<file path="config.mk">
export PLATFORM = sky130hd
export DESIGN_NAME = i2c_sensor_poller_flat
export DESIGN_NICKNAME = d
export VERILOG_FILES = /design/src/rtl/iot_sensor_pkg.sv /design/src/rtl/i2c_sensor_poller_if.sv /design/src/rtl/i2c_sensor_poller_timer.sv /design/src/rtl/i2c_sensor_poller.sv /design/src/flat_wrapper.sv
export SDC_FILE = /design/constraint.sdc
export NUM_CORES = 1
export LEC_CHECK = 0
export BUFFER_PORTS_ARGS = -buffer_cell sky130_fd_sc_hd__buf_2
export CAP_MARGIN = 40
export CORE_UTILIZATION = 53
export DETAILED_ROUTE_END_ITERATION = 6
export PLACE_DENSITY = 0.75
export SETUP_SLACK_MARGIN = 0.4
export SLEW_MARGIN = 20
export SYNTH_ARGS = -nofsm -noshare
export SYNTH_HDL_FRONTEND = slang
export SYNTH_SLANG_ARGS = --single-unit
</file>
<file path="constraint.sdc">
create_clock -name clk -period 3.38 [get_ports clk]
set_input_delay 0.169 -clock clk [delete_from_list [all_inputs] [get_ports clk]]
set_output_delay 0.169 -clock clk [all_outputs]
set_load 0.05 [all_outputs]
</file>
<file path="src/rtl/iot_sensor_pkg.sv">
// Shared IoT sensor-channel types and constants.
// Power modes, sensor addresses and the poller state encoding.
package iot_sensor_pkg;

  localparam logic [1:0] PWR_NORMAL = 2'd0;
  localparam logic [1:0] PWR_LOW    = 2'd1;
  localparam logic [1:0] PWR_SLEEP  = 2'd2;

  localparam logic [6:0] ADDR_TEMP     = 7'h48;
  localparam logic [6:0] ADDR_HUMIDITY = 7'h40;
  localparam logic [6:0] ADDR_PRESSURE = 7'h77;

  typedef enum logic [2:0] {
    ST_IDLE,
    ST_WAIT,
    ST_START,
    ST_READ,
    ST_DONE,
    ST_ERROR
  } poller_state_e;

endpackage

</file>
<file path="src/rtl/i2c_sensor_poller_if.sv">
// Request/response port between a sensor poller and the shared I2C master.
// master: the poller side; slave: the I2C master side.
interface i2c_sensor_poller_if;

  logic       start_read;
  logic [6:0] slave_addr;
  logic       read_write_n;
  logic [7:0] write_data;
  logic [7:0] i2c_read_data;
  logic       transaction_done;
  logic       ack_error;

  modport master (
    output start_read, slave_addr, read_write_n, write_data,
    input  i2c_read_data, transaction_done, ack_error
  );

  modport slave (
    input  start_read, slave_addr, read_write_n, write_data,
    output i2c_read_data, transaction_done, ack_error
  );

endinterface

</file>
<file path="src/rtl/i2c_sensor_poller_timer.sv">
// Loadable down-counter used to pace sensor polls.
// Stops at zero; load has priority over decrement.
module poll_interval_timer #(
  parameter int CNT_W = 20
) (
  input  logic             clk,
  input  logic             rst,
  input  logic             load,
  input  logic [CNT_W-1:0] load_val,
  input  logic             dec,
  output logic             zero
);

  logic [CNT_W-1:0] cnt;

  always_ff @(posedge clk or posedge rst) begin
    if (rst) begin
      cnt <= '0;
    end else if (load) begin
      cnt <= load_val;
    end else if (dec && cnt != '0) begin
      cnt <= cnt - 1'b1;
    end
  end

  assign zero = (cnt == '0);

endmodule

</file>
<file path="src/rtl/i2c_sensor_poller.sv">
// Periodic N-byte big-endian I2C sensor poller.
// Retries failed frames and bounds the wait for each byte.
module i2c_sensor_poller
  import iot_sensor_pkg::*;
#(
  parameter int         NUM_BYTES       = 2,
  parameter logic [6:0] SLAVE_ADDR      = ADDR_TEMP,
  parameter int         INTERVAL_NORMAL = 50000,
  parameter int         INTERVAL_LOW    = 100000,
  parameter int         INTERVAL_SLEEP  = 200000,
  parameter int         CNT_W           = 20,
  parameter int         MAX_RETRIES     = 2,
  parameter int         TIMEOUT_CYCLES  = 4096,
  localparam int        DATA_W          = 8 * NUM_BYTES
) (
  input  logic              clk,
  input  logic              rst,
  input  logic              enable,
  input  logic [1:0]        power_mode,
  output logic [DATA_W-1:0] sensor_data,
  output logic              data_valid,
  output logic              sensor_error,
  output logic              busy,
  output logic [1:0]        retry_count,
  i2c_sensor_poller_if.master bus
);

  localparam int TO_W =
    (TIMEOUT_CYCLES > 2) ? $clog2(TIMEOUT_CYCLES) : 1;

  poller_state_e state, next;

  logic [1:0]        idx;
  logic [TO_W-1:0]   to_cnt;
  logic [DATA_W-1:0] shift;
  logic [DATA_W+7:0] cat;
  logic [DATA_W-1:0] frame;
  logic [CNT_W-1:0]  sel_val;
  logic [CNT_W-1:0]  load_val;
  logic              t_load;
  logic              t_zero;
  logic              byte_ok;
  logic              byte_bad;
  logic              last;
  logic              can_retry;

  assign bus.slave_addr   = SLAVE_ADDR;
  assign bus.read_write_n = 1'b1;
  assign bus.write_data   = 8'h00;

  assign cat   = {shift, bus.i2c_read_data};
  assign frame = cat[DATA_W-1:0];
  assign last  = (idx == 2'(NUM_BYTES - 1));

  assign can_retry = (int'(retry_count) < MAX_RETRIES);

  // ack_error wins over a simultaneous done; done wins over timeout
  assign byte_ok  = (state == ST_READ) && bus.transaction_done
                    && !bus.ack_error;
  assign byte_bad = (state == ST_READ)
                    && (bus.ack_error
                        || (!bus.transaction_done
                            && to_cnt == TO_W'(TIMEOUT_CYCLES - 1)));

  always_comb begin
    sel_val = CNT_W'(INTERVAL_NORMAL);
    unique case (1'b1)
      (power_mode == PWR_LOW):   sel_val = CNT_W'(INTERVAL_LOW);
      (power_mode == PWR_SLEEP): sel_val = CNT_W'(INTERVAL_SLEEP);
      default:                   sel_val = CNT_W'(INTERVAL_NORMAL);
    endcase
  end

  // idle holds the normal load until enable picks the live mode
  assign load_val = (state == ST_IDLE && !enable)
                    ? CNT_W'(INTERVAL_NORMAL) : sel_val;
  assign t_load   = (state == ST_IDLE) || (state == ST_DONE)
                    || (state == ST_ERROR);

  poll_interval_timer #(
    .CNT_W(CNT_W)
  ) u_timer (
    .clk      (clk),
    .rst      (rst),
    .load     (t_load),
    .load_val (load_val),
    .dec      (state == ST_WAIT),
    .zero     (t_zero)
  );

  always_ff @(posedge clk or posedge rst) begin
    if (rst) begin
      state <= ST_IDLE;
    end else begin
      state <= next;
    end
  end

  always_comb begin
    next = state;
    if (!enable) begin
      next = ST_IDLE;
    end else begin
      unique case (state)
        ST_IDLE:  next = ST_WAIT;
        ST_WAIT:  if (t_zero) next = ST_START;
        ST_START: next = ST_READ;
        ST_READ: begin
          if (byte_bad) begin
            next = can_retry ? ST_START : ST_ERROR;
          end else if (byte_ok) begin
            next = last ? ST_DONE : ST_START;
          end
        end
        ST_DONE:  next = ST_WAIT;
        ST_ERROR: next = ST_WAIT;
        default:  next = ST_IDLE;
      endcase
    end
  end

  always_comb begin
    bus.start_read = (state == ST_START);
    data_valid     = (state == ST_DONE);
    sensor_error   = (state == ST_ERROR);
    busy           = (state == ST_START) || (state == ST_READ)
                     || (state == ST_DONE) || (state == ST_ERROR);
  end

  always_ff @(posedge clk or posedge rst) begin
    if (rst) begin
      idx         <= '0;
      to_cnt      <= '0;
      shift       <= '0;
      sensor_data <= '0;
      retry_count <= '0;
    end else begin
      if (state == ST_START) begin
        to_cnt <= '0;
      end else if (state == ST_READ) begin
        to_cnt <= to_cnt + 1'b1;
      end
      if (state == ST_WAIT && next == ST_START) begin
        idx         <= '0;
        retry_count <= '0;
      end
      if (state == ST_READ && next == ST_START) begin
        if (byte_bad) begin
          idx         <= '0;
          retry_count <= retry_count + 2'd1;
        end else begin
          idx   <= idx + 2'd1;
          shift <= frame;
        end
      end
      // published on the edge that enters DONE so it is stable with data_valid
      if (state == ST_READ && next == ST_DONE) begin
        sensor_data <= frame;
      end
    end
  end

endmodule
</file>
<file path="src/flat_wrapper.sv">
// flat-port wrapper written by rule: the top's interface ports become plain ports
module i2c_sensor_poller_flat import iot_sensor_pkg::*;
#(
  parameter int         NUM_BYTES       = 2,
  parameter logic [6:0] SLAVE_ADDR      = ADDR_TEMP,
  parameter int         INTERVAL_NORMAL = 50000,
  parameter int         INTERVAL_LOW    = 100000,
  parameter int         INTERVAL_SLEEP  = 200000,
  parameter int         CNT_W           = 20,
  parameter int         MAX_RETRIES     = 2,
  parameter int         TIMEOUT_CYCLES  = 4096,
  localparam int        DATA_W          = 8 * NUM_BYTES
)
  (clk, rst, enable, power_mode, sensor_data, data_valid, sensor_error, busy, retry_count, bus_start_read, bus_slave_addr, bus_read_write_n, bus_write_data, bus_i2c_read_data, bus_transaction_done, bus_ack_error);
  i2c_sensor_poller_if bus_i ();
  input  logic clk;
  input  logic rst;
  input  logic enable;
  input  logic [1:0] power_mode;
  output logic [DATA_W-1:0] sensor_data;
  output logic data_valid;
  output logic sensor_error;
  output logic busy;
  output logic [1:0] retry_count;
  output wire logic [$bits(bus_i.start_read)-1:0] bus_start_read;
  output wire logic [$bits(bus_i.slave_addr)-1:0] bus_slave_addr;
  output wire logic [$bits(bus_i.read_write_n)-1:0] bus_read_write_n;
  output wire logic [$bits(bus_i.write_data)-1:0] bus_write_data;
  input wire logic [$bits(bus_i.i2c_read_data)-1:0] bus_i2c_read_data;
  input wire logic [$bits(bus_i.transaction_done)-1:0] bus_transaction_done;
  input wire logic [$bits(bus_i.ack_error)-1:0] bus_ack_error;
  assign bus_start_read = bus_i.start_read;
  assign bus_slave_addr = bus_i.slave_addr;
  assign bus_read_write_n = bus_i.read_write_n;
  assign bus_write_data = bus_i.write_data;
  assign bus_i.i2c_read_data = bus_i2c_read_data;
  assign bus_i.transaction_done = bus_transaction_done;
  assign bus_i.ack_error = bus_ack_error;
  i2c_sensor_poller #(.NUM_BYTES(NUM_BYTES), .SLAVE_ADDR(SLAVE_ADDR), .INTERVAL_NORMAL(INTERVAL_NORMAL), .INTERVAL_LOW(INTERVAL_LOW), .INTERVAL_SLEEP(INTERVAL_SLEEP), .CNT_W(CNT_W), .MAX_RETRIES(MAX_RETRIES), .TIMEOUT_CYCLES(TIMEOUT_CYCLES)) u_core (.clk(clk), .rst(rst), .enable(enable), .power_mode(power_mode), .sensor_data(sensor_data), .data_valid(data_valid), .sensor_error(sensor_error), .busy(busy), .retry_count(retry_count), .bus(bus_i));
endmodule
</file>
==> flow_results.org, run 1 <==
** Run status
- Run status :: finished, final reports clean

** STA
- The worst pin sits at a relative slew slack of 54.72%.
- Setup repair after global routing left no endpoint under its margin.
- Setup slack closes at 0.6697 ns.
- Setup violations remaining at the end of the flow were counted as 0.
- Number of max-slew violations in the final report :: 0
- Sum of negative setup slack :: 0 ns
- Least-Margin Pin Slew :: 0.6751 ns
- Derived from the worst setup path, the maximum achievable clock frequency is 369.0 MHz.
- Maximum clock skew at final layout :: 0.007438 ns
- Dividing the final minimum period by the clock period gives 80.19%.
- Final Hold Fails :: 0
- For the finished layout, the period the worst path requires is 2.710 ns.

** Floorplan
- The floorplan step defined a die boundary enclosing 0.006840 sq mm.
- Starting density of the core :: 54.68%
- Die span in x :: 82.71 um
- Height of the die :: 82.71 um
- The floorplan has 29 rows.
- Core Region :: 0.006314 sq mm
- # IOs :: 53

** Global routing
- Total grt overflow :: 0
- The number of antenna violations at the first check in global routing came to 0.
- After global routing, the most crowded layer is met2.
- Entering global routing, the biggest net connects 27 pins.
- In the global route stage, overall resource usage came out at 22.29%.
- The first global-routing pass estimated 11330 um of wire.
- The via count of the first global-routing pass is 2356.
- Fraction of met3 tracks used by global routing :: 6.264%
- In the global route stage, met2 resource usage came out at 33.85%.
- Met1 Usage GRT :: 30.78%

** Worst setup path
- Worst path slowest cell :: sky130_fd_sc_hd__or3_1
- On the worst path, the slowest cell contributes a delay of 0.45 ns.
- Startpoint types :: flop
- STA classifies the critical path endpoint as a flop.
- In this design, the largest share of critical-path delay is due to simple AND/OR/NAND/NOR gates.
- Crit path max fanout :: 16
- Data on the critical path is required at its endpoint by 3.61 ns.
- The worst setup path is of the flop to flop kind.
- Cell chain of the critical path :: or3_1 -> nand3b_4 -> o21ai_4 -> o2111ai_4 -> nor3_4 -> buf_4 -> mux2_2
- Sum of buffers and inverters on the critical path :: 1
- Worst Path Arrival :: 2.94 ns

** Place
- After detailed placement, the design holds a cell count of 453.
- Buffers placed on the I/O ports in this run total 36.
- The HPWL after detailed placement is 4840 um.
- Post-placement worst setup slack :: 0.6960 ns
- Routability-driven placement finished with a final weighted congestion of 0.8484.

** Finish
- Number of diodes :: 0
- Fraction of layout instances using a drive strength above 1 :: 23.16%
- Measured on the finished design, the core utilization comes to 61.63%.
- Across the whole layout, storage elements account for 0.001577 sq mm.
- At the end of the flow, the number of nets in the layout was 414.
- The finished layout holds 470 standard cells, fillers aside.
- Final-layout fill cell count :: 540
- From synthesis to final layout, the design area changed by 12.72%.
- Area of combinational cells with multiple inputs :: 0.001695 sq mm

** Clock tree
- At the later pin of the worst-skew pair, clock insertion delay measures 0.34 ns.
- Number of gates resized after CTS :: 0
- The number of clock buffers added by TritonCTS is 9.
- CTS tree :: yes
- Clock-pin slew was measured on the worst setup and hold paths at 0.08 ns.
- Clock tree root driver cell :: sky130_fd_sc_hd__clkbuf_8
- Largest buffer count on any clock path :: 2
- Total number of H-tree levels :: 3
- For this design, the sink count on the clock tree is 63.

** Synth
- Counting flops with a built-in enable in the synthesized netlist gives 0.
- Main synth FF type :: sky130_fd_sc_hd__dfrtp_1
- Share of the yosys chip area belonging to registers :: 45.67%
- Number of register bits inferred by synthesis :: 63
- Mean cell area of the mapped netlist :: 9.948 sq um
- Async S/R FF share, synth :: 100.0%
- In the synthesized netlist, the number of instances is 347.
- Count of warnings emitted by yosys :: 0
- After synthesis the cells add up to 0.003452 sq mm.
- Synth cell types :: 50

** Power and ir drop
- Across the VDD grid, the largest voltage drop is 0.3326 mV.
- Static leakage :: 1.888 nW
- For this design the ratio of total power to cell area is 469.6 mW/mm^2.

** Routing
- Dividing the detail-routed wire length by the instance count gives 14.90 um.
- In the routed layout, each cell is associated on average with a via count of 5.651.
- After the first detailed-routing iteration, the DRC count stood at 145.
- Overall routed net length :: 7004 um
- DRC errors left :: 0
- Via count :: 2656
- The first detailed-routing pass ran for 4 iterations.
- The detail route stage leaves a number of antenna-violating nets equal to 0.

** Hold path
- The tightest min-delay check is of the input pin to flop type.

** Run
- MaxCap Viol Count :: 0
[worst paths after layout]
kind                                  startpoint                      to  slack, ns  cells past startpoint
max                        u_core.u_timer.cnt[8]  u_core.sensor_data[12]       0.67                      7
min                         bus_i2c_read_data[5]   u_core.sensor_data[5]       0.07                      2
max reg2reg                u_core.u_timer.cnt[8]  u_core.sensor_data[12]       0.67                      7
min reg2reg                      u_core.shift[2]         u_core.shift[2]       0.51                      1
max in group asynchronous                    rst       u_core.to_cnt[10]       2.19                      5
min in group asynchronous                    rst   u_core.u_timer.cnt[0]       0.38                      3
[layout by cell type (no fill, tap or decap), types with 4 or more instances in the layout]
cell type                  count
sky130_fd_sc_hd__nand2b_1      4
sky130_fd_sc_hd__nand4_1       6
sky130_fd_sc_hd__a21oi_1      17
sky130_fd_sc_hd__buf_2        36
sky130_fd_sc_hd__mux2_2       15
sky130_fd_sc_hd__inv_1        16
sky130_fd_sc_hd__nand2_1      29
sky130_fd_sc_hd__xor2_1        9
sky130_fd_sc_hd__ha_1         11
sky130_fd_sc_hd__mux2_4       10
sky130_fd_sc_hd__nand3_1      20
sky130_fd_sc_hd__clkbuf_8      9
sky130_fd_sc_hd__xnor2_1       6
sky130_fd_sc_hd__o21ai_0      18
sky130_fd_sc_hd__nor2_1       40
sky130_fd_sc_hd__conb_1       16
sky130_fd_sc_hd__nor3_1       12
sky130_fd_sc_hd__nor4_1        4
sky130_fd_sc_hd__dfrtp_1      63
[state kept, by name, summed over array words and instances (netlist names)]
register	cells
u_core.shift	8
u_core.to_cnt	12
u_core.u_timer.cnt	20
u_core.retry_count	2
u_core.idx	2
u_core.sensor_data	16
u_core.state	3
[area by class of cell]
| cell class | instances | area share [%] |
|---|---|---|
| tap | 77 | 2.476 |
| inverter | 17 | 1.640 |
| multi-input combinational | 256 | 43.57 |
| clock buffer | 9 | 3.183 |
| sequential | 63 | 40.51 |
| timing repair buffer | 41 | 5.981 |
| clock inverter | 7 | 2.637 |
[logic make-up (layout without fill, tap and decap cells)]
family | count (synthesis) | after routing | share of synthesized area, %
adder cells (fa/ha/maj) | 11 | 11 | 3.987
AND/OR/NAND/NOR | 136 | 136 | 20.22
flip-flops | 63 | 63 | 45.67
XOR/XNOR | 15 | 15 | 3.806
other | 2 | 16 | 0.2176
multiplexers | 26 | 26 | 9.532
AO/OA/AOI/OAI | 52 | 52 | 9.823
buffers and inverters | 42 | 74 | 6.741
[repair_timing]
action / in CTS / in global routing
endpoints found under the hold margin: 17 / 0
hold buffers: 1 / 0
buffers inserted: 0 / 0
[routing by layer]
metal	vias up	wire length, um
li1	1258	-
met1	1296	3286
met2	89	3232
met3	13	367
met4	0	119
met5	-	0
[through the flow]
stage / cell area, sq um / hold WS (ns) / power, mW
global route: 3891 / 0.05272 / 1.900
CTS: 3891 / 0.05974 / 1.836
floorplan: 3505 / 0.3170 / 1.038
detailed placement: 3655 / 0.1937 / 1.085
finish: 3891 / 0.07068 / 1.827
global placement: 3635 / 0.4178 / 1.074
[power breakdown]
group | switching (mW) | internal, mW
Combinational | 0.171 | 0.0752
Sequential | 0.0398 | 0.789
Clock | 0.328 | 0.424
Total | 0.539 | 1.29
[cells in the mapped netlist (all sizes together) (5+ instances only)]
cell type | number | area (sq um)
dfrtp | 63 | 1577
nor2 | 40 | 150.1
nand2 | 29 | 108.9
mux2 | 25 | 319.0
buf | 21 | 153.9
nand3 | 20 | 100.1
o21ai | 19 | 106.4
a21oi | 17 | 85.08
inv | 17 | 63.81
nor3 | 15 | 102.6
ha | 11 | 137.6
xor2 | 9 | 78.83
nand4 | 6 | 37.54
xnor2 | 6 | 52.55
nor4 | 5 | 37.53
(Power assumes the default switching activity.)
==> inputs of run 2 (changes only) <==
Settings changed: CORE_UTILIZATION 53 to 51, PLACE_DENSITY 0.75 to 0.76.
Clock period 3.38 ns to 2.28 ns, I/O delays scaled along.
==> run 2 against run 1 <==
The run now ends with DRC left. Global-route usage up 0.64 points. Hold slack worse by 0.055 ns. Utilization up 9.7 points. Total power up 56%. Clock skew up 0.0029 ns. Sequential power up 48%. Non-clock buffer count up 45. Largest cell class unchanged. Largest power group unchanged.
==> flow_results.org, run 2 (same netlist as run 1, synthesis figures left out) <==
** Run status
- Run status :: complete, but fails checks
- Violations in the final reports :: DRC

** Clock tree
- TritonCTS built the clock tree.
- The clock passes through at most 2 buffers.
- The number of clock buffers added by TritonCTS is 9.
- The clock drives 63 sinks.
- Clock-pin slew was measured on the worst setup and hold paths at 0.07 ns.
- At the later pin of the worst-skew pair, clock insertion delay measures 0.34 ns.
- In this run the clock root is driven by a sky130_fd_sc_hd__clkbuf_8.
- Total number of H-tree levels :: 3

** STA
- Number of max-slew violations in the final report :: 0
- Setup repair after global routing could not meet its margin everywhere.
- Fmax :: 447.4 MHz
- Worst slew margin :: 54.54%
- The worst path meets setup with 0.04502 ns of slack.
- Dividing the final minimum period by the clock period gives 98.03%.
- Final setup violating endpoints :: 0
- Maximum clock skew at final layout :: 0.01039 ns
- Final Hold Fails :: 0
- Least-Margin Pin Slew :: 0.6747 ns
- The clock period could shrink to 2.235 ns.
- Sum of negative setup slack :: 0 ns

** Routing
- In this run the remaining antenna-violating nets after routing total 0.
- Initial drt markers :: 238
- For this block, the via count after detailed routing is 2870.
- In the routed design, unresolved DRC markers number 7.
- First drt pass iteration count :: 6
- Routed wirelength normalized by instance count :: 15.92 um
- Overall routed net length :: 8216 um
- Post-detailed-route via-to-cell ratio :: 5.562

** Power and ir drop
- Switching power share of the total :: 29.09%
- Registers are responsible for 43.1% of the overall power.
- In this run the static leakage power is 2.198 nW.
- IR analysis of the VDD net gives a maximum drop of 0.4807 mV.
- Combinational share of power :: 19.8%
- In this run the power spent charging and discharging nets is 828.1 uW.
- Pwr dens :: 618.1 mW/mm^2
- Per report_power, the clock group accounts for 37.1% of the total.
- Overall power consumption after layout is estimated at 2.847 mW.
- The internal power of the cells totals 2.019 mW.

** Worst setup path
- Worst Path Arrival :: 2.46 ns
- Crit path to :: u_core.shift[5]
- Register-to-Register Setup Slack :: 0.05 ns
- Startpoint types :: flop
- Worst path slowest cell :: sky130_fd_sc_hd__or3_4
- Tracing the worst setup path back leads to its startpoint at u_core.u_timer.cnt[10].
- Number of cells on the worst reg-to-reg path :: 8
- In this run the critical register-to-register path is launched from u_core.u_timer.cnt[10].
- At the worst endpoint, the required time is 2.51 ns.
- Crit path kind :: flop to flop
- Traced cell by cell, the critical path runs through or3_4 -> nand3b_4 -> buf_4 -> nor3_2 -> a211oi_2 -> nor3_4 -> buf_12 -> mux2_4.
- Crit path max fanout :: 9
- Worst setup EP type :: flop
- The worst register-to-register path ends at u_core.shift[5].
- Largest incremental delay on the critical path :: 0.40 ns

** Finish
- Largest registers ranked by flip-flop count :: u_core.u_timer.cnt: 20 flops, u_core.sensor_data: 16 flops, u_core.to_cnt: 12 flops
- Register containing the most flip-flops in the final layout :: u_core.u_timer.cnt
- Fraction of layout instances using a drive strength above 1 :: 42.82%
- Area overhead of the layout relative to synthesis :: 33.42%
- The register with the most flip-flops in the layout has 20 of them.
- Fill cells in the final layout number 453.
- At the end of the flow, the number of nets in the layout was 460.
- Highest-count cells in the layout ignoring fill and taps :: 61 x sky130_fd_sc_hd__dfrtp_1, 39 x sky130_fd_sc_hd__buf_4, 36 x sky130_fd_sc_hd__nor2_1, 36 x sky130_fd_sc_hd__buf_2, 25 x sky130_fd_sc_hd__nand2_1
- FF+latch area :: 0.001579 sq mm
- Leaving out fill and tap cells, the most frequent cell in the layout is sky130_fd_sc_hd__dfrtp_1.
- Summing all multi-input logic gate instances after layout gives 0.002016 sq mm.
- Number of diodes :: 0

** Floorplan
- After floorplanning, the core was divided into 29 placement rows.
- Height of the die :: 84.27 um
- Core Region :: 0.006459 sq mm
- Overall die area :: 0.007101 sq mm
- Die span in x :: 84.27 um
- During I/O placement, the number of pins put on the boundary was 53.
- Starting density of the core :: 53.45%

** Run
- Across the run, the number of max-cap violations was 0.

** Place
- DPL Wire Length :: 5017 um
- Before CTS, the worst setup slack after placement is -0.08645 ns.
- Input and output buffers added on the ports amount to 36.
- Final weighted congestion in routability-driven placement :: 0.8069

** Global routing
- Maximum number of pins on one net before global-route repair :: 64
- The total overflow left after global routing is 0.
- Number of antenna violations at the first check in global routing :: 0
- Wire length of the first global-routing pass :: 12940 um
- Global Route Usage Sum :: 22.93%
- Number of global-route vias before repair :: 2783

** Hold path
- The path class of the tightest hold or removal check is input pin to flop.
[run 2: per-stage QoR]
stage,util [%],cell area [sq um],hold slack [ns],cells
final,71.31,4606,0.01560,516
after global routing,71.31,4606,0.003420,516
after CTS,66.45,4292,0.004756,503
after detailed placement,59.63,3851,0.3675,474
after global placement,59.63,3851,0.3657,474
after floorplan,-,3538,0.2620,361
[run 2: per-layer routing]
| metal | share of wire (%) | track usage, % | vias to the layer above | wire length (um) |
|---|---|---|---|---|
| met5 | 0 | 0 | - | 0 |
| met4 | 1.5 | 7.680 | 0 | 123 |
| met3 | 4.8 | 5.310 | 15 | 398 |
| met2 | 50 | 38.75 | 82 | 4092 |
| met1 | 44 | 29.13 | 1421 | 3603 |
| li1 | - | - | 1352 | - |
[run 2: timing repair]
action                                  CTS  global route
hold buffers                              0             1
gates resized for setup                  31            54
pin swaps                                19            19
buffers inserted                         12            11
endpoints found under the setup margin   47            55
hold endpoints to repair                  0             8
cloned                                    1             0
[run 2: area by class of cell]
cell class	instances	share of cell area [%]
Clock buffer	10	2.771
Clock inverter	6	1.820
Inverter	17	1.440
Multi-Input combinational cell	257	43.77
Sequential cell	63	34.28
Tap cell	77	2.092
Timing Repair Buffer	86	13.83
[run 2: how the worst min path moves through the flow]
stage,from,endpoint,slack (ns),depth (start not counted)
2_1_floorplan,bus_i2c_read_data[0],u_core.sensor_data[0],0.26,1
3_3_place_gp,bus_i2c_read_data[4],u_core.shift[4],0.37,2
3_5_place_dp,bus_i2c_read_data[7],u_core.shift[7],0.37,2
4_1_cts,bus_i2c_read_data[4],u_core.shift[4],0.005,2
5_1_grt,bus_i2c_read_data[4],u_core.shift[4],0.003,2
6_report,bus_i2c_read_data[0],u_core.sensor_data[0],0.02,2
[run 2: critical path, delay by kind of cell (launching register included)]
kind / cells / cell delay [ns]
buffers and inverters: 2 / 0.34
multiplexers: 1 / 0.30
AND/OR/NAND/NOR: 4 / 0.98
AO/OA/AOI/OAI: 1 / 0.09
flip-flops: 1 / 0.39
[run 2: power groups by stage]
| stage | sequential, mW | combinational, mW | clock (mW) |
|---|---|---|---|
| finish | 1.23 | 0.564 | 1.06 |
| global route | 1.23 | 0.614 | 1.12 |
| CTS | 1.22 | 0.480 | 1.07 |
| detailed placement | 1.24 | 0.419 | 0 |
| global placement | 1.23 | 0.410 | 0 |
| floorplan | 1.24 | 0.300 | 0 |
